### config.mk
export PLATFORM = sky130hd
export DESIGN_NAME = commit_monitor
export DESIGN_NICKNAME = d
export VERILOG_FILES = /design/src/rtl/commit_monitor.sv
export SDC_FILE = /design/constraint.sdc
export NUM_CORES = 1
export LEC_CHECK = 0
export CAP_MARGIN = 20
export CORE_UTILIZATION = 65
export CTS_CLUSTER_DIAMETER = 30
export DETAILED_ROUTE_END_ITERATION = 12
export MAX_ROUTING_LAYER = met4
export PLACE_DENSITY_LB_ADDON = 0.3
export SLEW_MARGIN = 20
export SYNTH_ARGS = -nofsm -noshare
export SYNTH_HDL_FRONTEND = slang
export SYNTH_SLANG_ARGS = --single-unit
export TNS_END_PERCENT = 10
### constraint.sdc
create_clock -name clk -period 10.2 [get_ports clk]
set_input_delay 1.02 -clock clk [delete_from_list [all_inputs] [get_ports clk]]
set_output_delay 1.02 -clock clk [all_outputs]
set_load 0.02 [all_outputs]
### src/rtl/commit_monitor.sv
// Run/step/stop execution control for the CPU core, with cycle and retire counters
// and a circular trace of the most recent accepted commits for debug readback.
module commit_monitor #(
   parameter int DEPTH = 16,
   parameter int IDX_W = 4
) (
   input  logic             clk,
   input  logic             rst,
   input  logic             cmd_run,
   input  logic             cmd_step,
   input  logic             cmd_stop,
   output logic             global_en,
   input  logic             commit,
   input  logic [31:0]      commit_pc,
   input  logic [31:0]      commit_inst,
   input  logic             commit_halt,
   input  logic             commit_reg_we,
   input  logic [4:0]       commit_reg_wa,
   input  logic [31:0]      commit_reg_wd,
   output logic [1:0]       state,
   output logic             halted,
   output logic [31:0]      cycle_cnt,
   output logic [31:0]      instr_cnt,
   output logic [IDX_W:0]   trace_count,
   input  logic [IDX_W-1:0] trace_rd_idx,
   output logic             trace_rd_valid,
   output logic [31:0]      trace_rd_pc,
   output logic [31:0]      trace_rd_inst,
   output logic             trace_rd_we,
   output logic [4:0]       trace_rd_wa,
   output logic [31:0]      trace_rd_wd
);

   typedef enum logic [1:0] {
      S_IDLE   = 2'd0,
      S_RUN    = 2'd1,
      S_STEP   = 2'd2,
      S_HALTED = 2'd3
   } state_t;

   localparam int EW = 32 + 32 + 1 + 5 + 32;

   state_t              r_state, w_next;
   logic                r_en_q;
   logic [31:0]         r_cycle_cnt, r_instr_cnt;
   logic [IDX_W:0]      r_trace_cnt;
   logic [IDX_W-1:0]    r_wp;
   logic [EW-1:0]       r_mem [DEPTH];
   logic [EW-1:0]       r_rd;
   logic                r_rd_valid;
   logic                w_acc;
   logic [IDX_W-1:0]    w_slot;

   // The core's commit outputs freeze while disabled; a commit is fresh only if the
   // core was enabled on the edge that produced it.
   assign w_acc     = commit & r_en_q;
   assign global_en = (r_state == S_RUN) || (r_state == S_STEP);
   assign w_slot    = r_wp - IDX_W'(1) - trace_rd_idx;

   always_comb begin
      w_next = r_state;
      case (r_state)
         S_IDLE: begin
            if (cmd_run)       w_next = S_RUN;
            else if (cmd_step) w_next = S_STEP;
         end
         S_RUN: begin
            if (w_acc && commit_halt) w_next = S_HALTED;
            else if (cmd_stop)        w_next = S_IDLE;
         end
         S_STEP: begin
            if (w_acc && commit_halt) w_next = S_HALTED;
            else if (w_acc)           w_next = S_IDLE;
            else if (cmd_stop)        w_next = S_IDLE;
         end
         default: w_next = S_HALTED;
      endcase
   end

   always_ff @(posedge clk) begin
      if (rst) begin
         r_state     <= S_IDLE;
         r_en_q      <= 1'b0;
         r_cycle_cnt <= '0;
         r_instr_cnt <= '0;
         r_trace_cnt <= '0;
         r_wp        <= '0;
         r_rd        <= '0;
         r_rd_valid  <= 1'b0;
      end else begin
         r_state <= w_next;
         r_en_q  <= global_en;
         if (global_en) r_cycle_cnt <= r_cycle_cnt + 32'd1;
         if (w_acc) begin
            r_instr_cnt <= r_instr_cnt + 32'd1;
            r_wp        <= r_wp + IDX_W'(1);
            if (r_trace_cnt < (IDX_W+1)'(DEPTH)) r_trace_cnt <= r_trace_cnt + (IDX_W+1)'(1);
         end
         // Read sees the pre-edge pointer and contents; a same-cycle write shows up next read.
         if ({1'b0, trace_rd_idx} < r_trace_cnt) begin
            r_rd       <= r_mem[w_slot];
            r_rd_valid <= 1'b1;
         end else begin
            r_rd       <= '0;
            r_rd_valid <= 1'b0;
         end
      end
   end

   always_ff @(posedge clk) begin
      if (!rst && w_acc)
         r_mem[r_wp] <= {commit_pc, commit_inst, commit_reg_we, commit_reg_wa, commit_reg_wd};
   end

   assign state          = r_state;
   assign halted         = (r_state == S_HALTED);
   assign cycle_cnt      = r_cycle_cnt;
   assign instr_cnt      = r_instr_cnt;
   assign trace_count    = r_trace_cnt;
   assign trace_rd_valid = r_rd_valid;
   assign {trace_rd_pc, trace_rd_inst, trace_rd_we, trace_rd_wa, trace_rd_wd} = r_rd;

endmodule

==> results.toml, run 1 <==
[outcome]
status = "completed"

[finish]
nFillCells = 4366
fin_util_pct = 80.50
nets = 3655
finalNonFillerCells = 5141
final_design_area_no_fill_um2 = 82370
area_growth_pct = 22.21
drive_above_1_share_pct = 26.33

[power_and_ir_drop]
p_sw_mw = 4.505
p_leak_nw = 27.20
sw_frac_of_total_pct = 22.67
sequentialPowerShare_pct = 41.1
ir_drop_v = 0.0001706
power_density_nw_per_um2 = 241.2
power_frac_clock_pct = 53.2
pwr-share-comb_pct = 5.8
p_int_mw = 15.36

[synth]
yosys_warnings = 0
synth_common_cells = "edfxtp_1, mux4_2, mux2i_1"
seq_area_frac_synth_pct = 78.02
yosys.area.top_type_share_pct = 72.71
ys.flop_type = "edfxtp_1"
synth_edf_count = 1632
async_reset_ff_share_pct = 0
synth_cell_types = 48
syn_nets = 3156
synth_cells = 3025
yosys.area.top_type = "edfxtp_1"
synth-seq-cells = 1811
synth.most_common_cell = "edfxtp_1"
syn_area_um2 = 67400
synth_area_leaders = "edfxtp_1, mux4_2, dfxtp_1"
syn_avg_cell_area_um2 = 22.28

[sta]
period_needed_ps = 4419
drv_slew = 0
skew_ps = 73.74
worstMarginPinSlew_ps = 1228
final_hold_viol_count = 0
tns_ps = 0
fmax_mhz = 226.3
period_share_pct = 43.32
worst_hold_slack_ps = 520.0
maxSlewHeadroom_pct = 18.15
rsz0062_at_grt = "false"
setup_viol = 0

[global_routing]
met1_usage_pct = 45.10
grt_pass1_vias = 37261
grt_max_degree = 162
gr-usage-all-layers_pct = 35.71
grt_pass1_wl_mm = 256.7
antenna_found_initial = 19
grt_use_met2_pct = 56.53
busiest_layer = "met2"
grt-ovfl-total = 0
use_met3_pct = 8.454

[clocking]
cts_root_buffer = "clkbuf_16"
clock_sinks = 1811
cts_hold_buffers = 0
cts_setup_buffers = 0
htree_num_levels = 5
cts_buffers = 304
cts_tree = "yes"
cts_resized = 0
clkTransAtPathRegs_ps = 50
insertion_delay_ps = 900
max-clock-path-buffers = 4

[placed_design]
hpwl_mm = 72.43
routabilityCongestion = 0.8138
dp.cells = 4583
port_buffers = 288
dpl_cell_area_um2 = 71920

[run]
drv_cap = 0

[floorplanning]
die_area_um2 = 105000
die_h_um = 324.0
core_um2 = 102300
die_width_um = 324.0
initial_core_util_pct = 65.87
num_rows = 117
io_pins = 289

[critical_path]
r2r_start = "r_wp[0]"
required_ps = 10870
cp.arrival_ps = 5090
end_kind = "flip-flop"
critPathKind = "input pin to flip-flop"
critPathLaunchType = "input pin"
critPathMaxFanout = 161
startpoint = "trace_rd_idx[0]"

[routing]
drt-total-wl_mm = 189.6
via_per_inst = 7.147
antenna_left = 0
drt-pass1-iter-count = 5
drt-wirelength-per-cell_um = 36.87
dr.first_iter.drc_count = 5868
drc = 0
vias = 36743

[min_path]
min_from = "cycle_cnt[30]"
hp-class = "flip-flop to flip-flop"
==> sequential cells by signal, indices dropped and copies added, names as in the netlist <==
signal	count
state	2
instr_cnt	32
r_en_q	1
trace_rd_valid	1
r_wp	4
r_rd	102
trace_count	5
r_mem	1632
cycle_cnt	32
==> critical path, stage by stage <==
cell and delay (ps):
clkdlybuf4s50_1 480, inv_1 140, ha_4 150, inv_1 50, fa_4 1200, buf_12 320, buf_12 750, mux4_2 430
mux2i_1 260, o22ai_1 160
==> kinds of logic after synthesis <==
logic type	count (synthesis)	synth area share, %
flip-flops	1811	78.02
buffers and inverters	168	1.234
XOR/XNOR	62	0.8168
multiplexers	615	16.71
AND/OR/NAND/NOR	215	1.619
AO/OA/AOI/OAI	136	1.255
adder cells (fa/ha/maj)	18	0.3453
==> power by group through the flow <==
| stage | Combinational (mW) | Sequential [mW] | Clock (mW) |
|---|---|---|---|
| after CTS | 1.13 | 8.16 | 10.5 |
| after global routing | 1.20 | 8.16 | 10.9 |
| final | 1.15 | 8.16 | 10.6 |
| after detailed placement | 1.08 | 8.30 | 0 |
| after floorplan | 0.711 | 8.33 | 0 |
| after global placement | 1.04 | 8.30 | 0 |
==> cells in the final DEF (no fill, tap or decap), types with 36 or more instances in the layout <==
master,netlist,layout
buf_4,5,41
bufinv_16,0,42
clkbuf_16,0,307
clkdlybuf4s50_1,0,287
clkinv_4,0,36
dfxtp_1,179,179
edfxtp_1,1632,1632
mux2i_1,206,206
mux4_2,408,408
nor2_1,88,72
o22ai_1,102,102
xor2_1,42,42
==> metrics by stage <==
stage	setup slack [ps]	power, mW
6_report	5781	19.87
5_1_grt	5740	20.24
4_1_cts	5651	19.76
3_5_place_dp	4920	9.382
3_3_place_gp	5026	9.338
2_1_floorplan	3648	9.044
==> final timing paths <==
kind	to	slack, ps	cells past startpoint
setup / recovery	r_rd[48]	5780	10
hold reg to reg	cycle_cnt[30]	520	2
hold / removal	cycle_cnt[30]	520	2
setup reg to reg	r_rd[48]	6020	8
==> routing by layer <==
layer	share of wire (%)	wire (um)
met3	11	21250
met2	51	96640
met5	0	0
met4	4.1	7684
met1	34	63990
==> area by class of cell <==
| cell class | instances | area [um2] | area share [%] |
|---|---|---|---|
| Antenna cell | 20 | 50.05 | 0.06076 |
| Clock buffer | 337 | 7905 | 9.597 |
| Clock inverter | 198 | 2425 | 2.944 |
| Inverter | 19 | 71.32 | 0.08658 |
| Multi-Input combinational cell | 1046 | 14140 | 17.17 |
| Sequential cell | 1811 | 52590 | 63.84 |
| Tap cell | 1368 | 1712 | 2.078 |
| Timing Repair Buffer | 342 | 3476 | 4.220 |
Note: power is estimated with default switching activity, not from simulation.
==> inputs of run 2 (changes only) <==
Settings changed: CORE_UTILIZATION 65 to 60.
Clock period 10.2 ns to 4.6 ns, I/O delays scaled along.
==> run 2 against run 1 <==
Sequential power increased by 120%. Flip-flop and latch count stayed put. Clock skew increased by 28 ps. Critical path type is now flip-flop to flip-flop. Largest cell class unchanged.
==> results.toml, run 2 (synthesis gave the netlist of run 1 again) <==
[sta]
skew_ps = 101.3
period_share_pct = 72.38
worstMarginPinSlew_ps = 932.4
rsz0062_at_grt = "false"
period_needed_ps = 3329
drv_slew = 0
fmax_mhz = 300.4
setup_viol = 0
maxSlewHeadroom_pct = 37.32
final_hold_viol_count = 0

[critical_path]
cp.arrival_ps = 4010
cpPeakStageDelay_ps = 1100
required_ps = 5280
r2r_start = "r_wp[0]"
critPathKind = "flip-flop to flip-flop"
cpMaxStageDelayCell = "fa_4"
r2r_cells = 7
path_cells = "ha_4 > inv_1 > fa_4 > buf_4 > mux4_2 > mux2i_1 > o22ai_1"
startpoint = "r_wp[0]"
worstReg2RegEnd = "r_rd[2]"
end_kind = "flip-flop"
critPathLaunchType = "flip-flop"
ff2ff_setup_slack_ps = 1270
critPathMaxFanout = 33

[clocking]
cts_tree = "yes"
htree_num_levels = 5
clkTransAtPathRegs_ps = 50
cts_resized = 0
cts_root_buffer = "clkbuf_16"
max-clock-path-buffers = 4
clock_sinks = 1811
cts_buffers = 326
insertion_delay_ps = 920
cts_setup_buffers = 0
cts_hold_buffers = 0

[floorplanning]
core_um2 = 111000
die_area_um2 = 113700
num_rows = 122
io_pins = 289
initial_core_util_pct = 60.74
die_h_um = 337.2
die_width_um = 337.2

[finish]
largest_register_ffs = 1632
area_growth_pct = 24.96
drive_above_1_share_pct = 27.72
nets = 3726
final_common_cell = "edfxtp_1"
top_register = "r_mem"
final_design_area_no_fill_um2 = 84230
largest_registers = "r_mem: 1632 flops, r_rd: 102 flops"
layout_common_cells = "edfxtp_1, mux4_2, clkbuf_16"

[global_routing]
grt_pass1_wl_mm = 241.7
grt_max_degree = 89
antenna_found_initial = 15
grt_pass1_vias = 36454
gr-usage-all-layers_pct = 30.68
grt-ovfl-total = 0

[outcome]
status = "completed"

[placed_design]
port_buffers = 288
routabilityCongestion = 0.7967
hpwl_mm = 78.49
dpl_cell_area_um2 = 72990

[routing]
vias = 34529
drt-wirelength-per-cell_um = 31.13
via_per_inst = 6.443
drt-total-wl_mm = 166.8
drc = 0
drt-pass1-iter-count = 6
dr.first_iter.drc_count = 3945
antenna_left = 0

[min_path]
hp-class = "input pin to flip-flop"
hold_depth = 2
min_from = "rst"
hold-path-endpoint = "instr_cnt[11]"

[power_and_ir_drop]
power_density_nw_per_um2 = 534.8
p_leak_nw = 27.99
total_power_mw = 45.04
ir_drop_v = 0.0004543

[run]
drv_cap = 0
[run 2: area by class of cell]
cell class                      instances  area [um2]
Multi-Input combinational cell       1046       14150
Antenna cell                           18       45.04
Timing Repair Buffer                  391        4314
Clock inverter                        197        2545
Tap cell                             1488        1862
Fill cell                            5604       26740
Sequential cell                      1811       52590
Inverter                               19       71.32
Clock buffer                          389        8650
[run 2: worst max-delay path, delay by kind of cell (launching register included)]
kind	cells	cell delay, ps
fa+ha+maj	2	1290
mux	2	620
flops	1	480
compound gates	1	120
buf+inv	2	590
[run 2: worst max-delay path by stage]
stage / endpoint / slack, ps / cells after the start
CTS: r_rd[2] / 1300 / 7
finish: r_rd[2] / 1270 / 7
detailed placement: r_rd[9] / 820 / 9
floorplan: r_mem[5][0] / -1390 / 3
global route: r_rd[2] / 1210 / 7
global placement: r_rd[95] / 870 / 9
[run 2: metal layers]
layer / track usage (%) / up-vias / routed length [um] / share of wire, %
li1: - / 13901 / - / -
met1: 38.60 / 18200 / 61140 / 37
met2: 50.24 / 2067 / 87020 / 52
met3: 5.793 / 361 / 13800 / 8.3
met4: 11.27 / 0 / 4893 / 2.9
met5: - / - / 0 / 0
[run 2: through the flow]
step	setup WS [ps]	std cells	util, %	TNS [ps]	hold slack (ps)
detailed placement	824.2	4755	65.77	0	497.1
finish	1271	5359	75.90	0	129.4
floorplan	-1392	3025	-	-2122410	497.1
CTS	1302	5341	75.86	0	102.1
global placement	872.7	4755	65.77	0	482.8
global route	1211	5356	75.89	0	146.8
[run 2: where the power goes]
| group | switching [mW] | internal, mW |
|---|---|---|
| Sequential | 0.0625 | 18.0 |
| Clock | 8.24 | 16.2 |
| Combinational | 1.30 | 1.23 |
| Total | 9.60 | 35.4 |
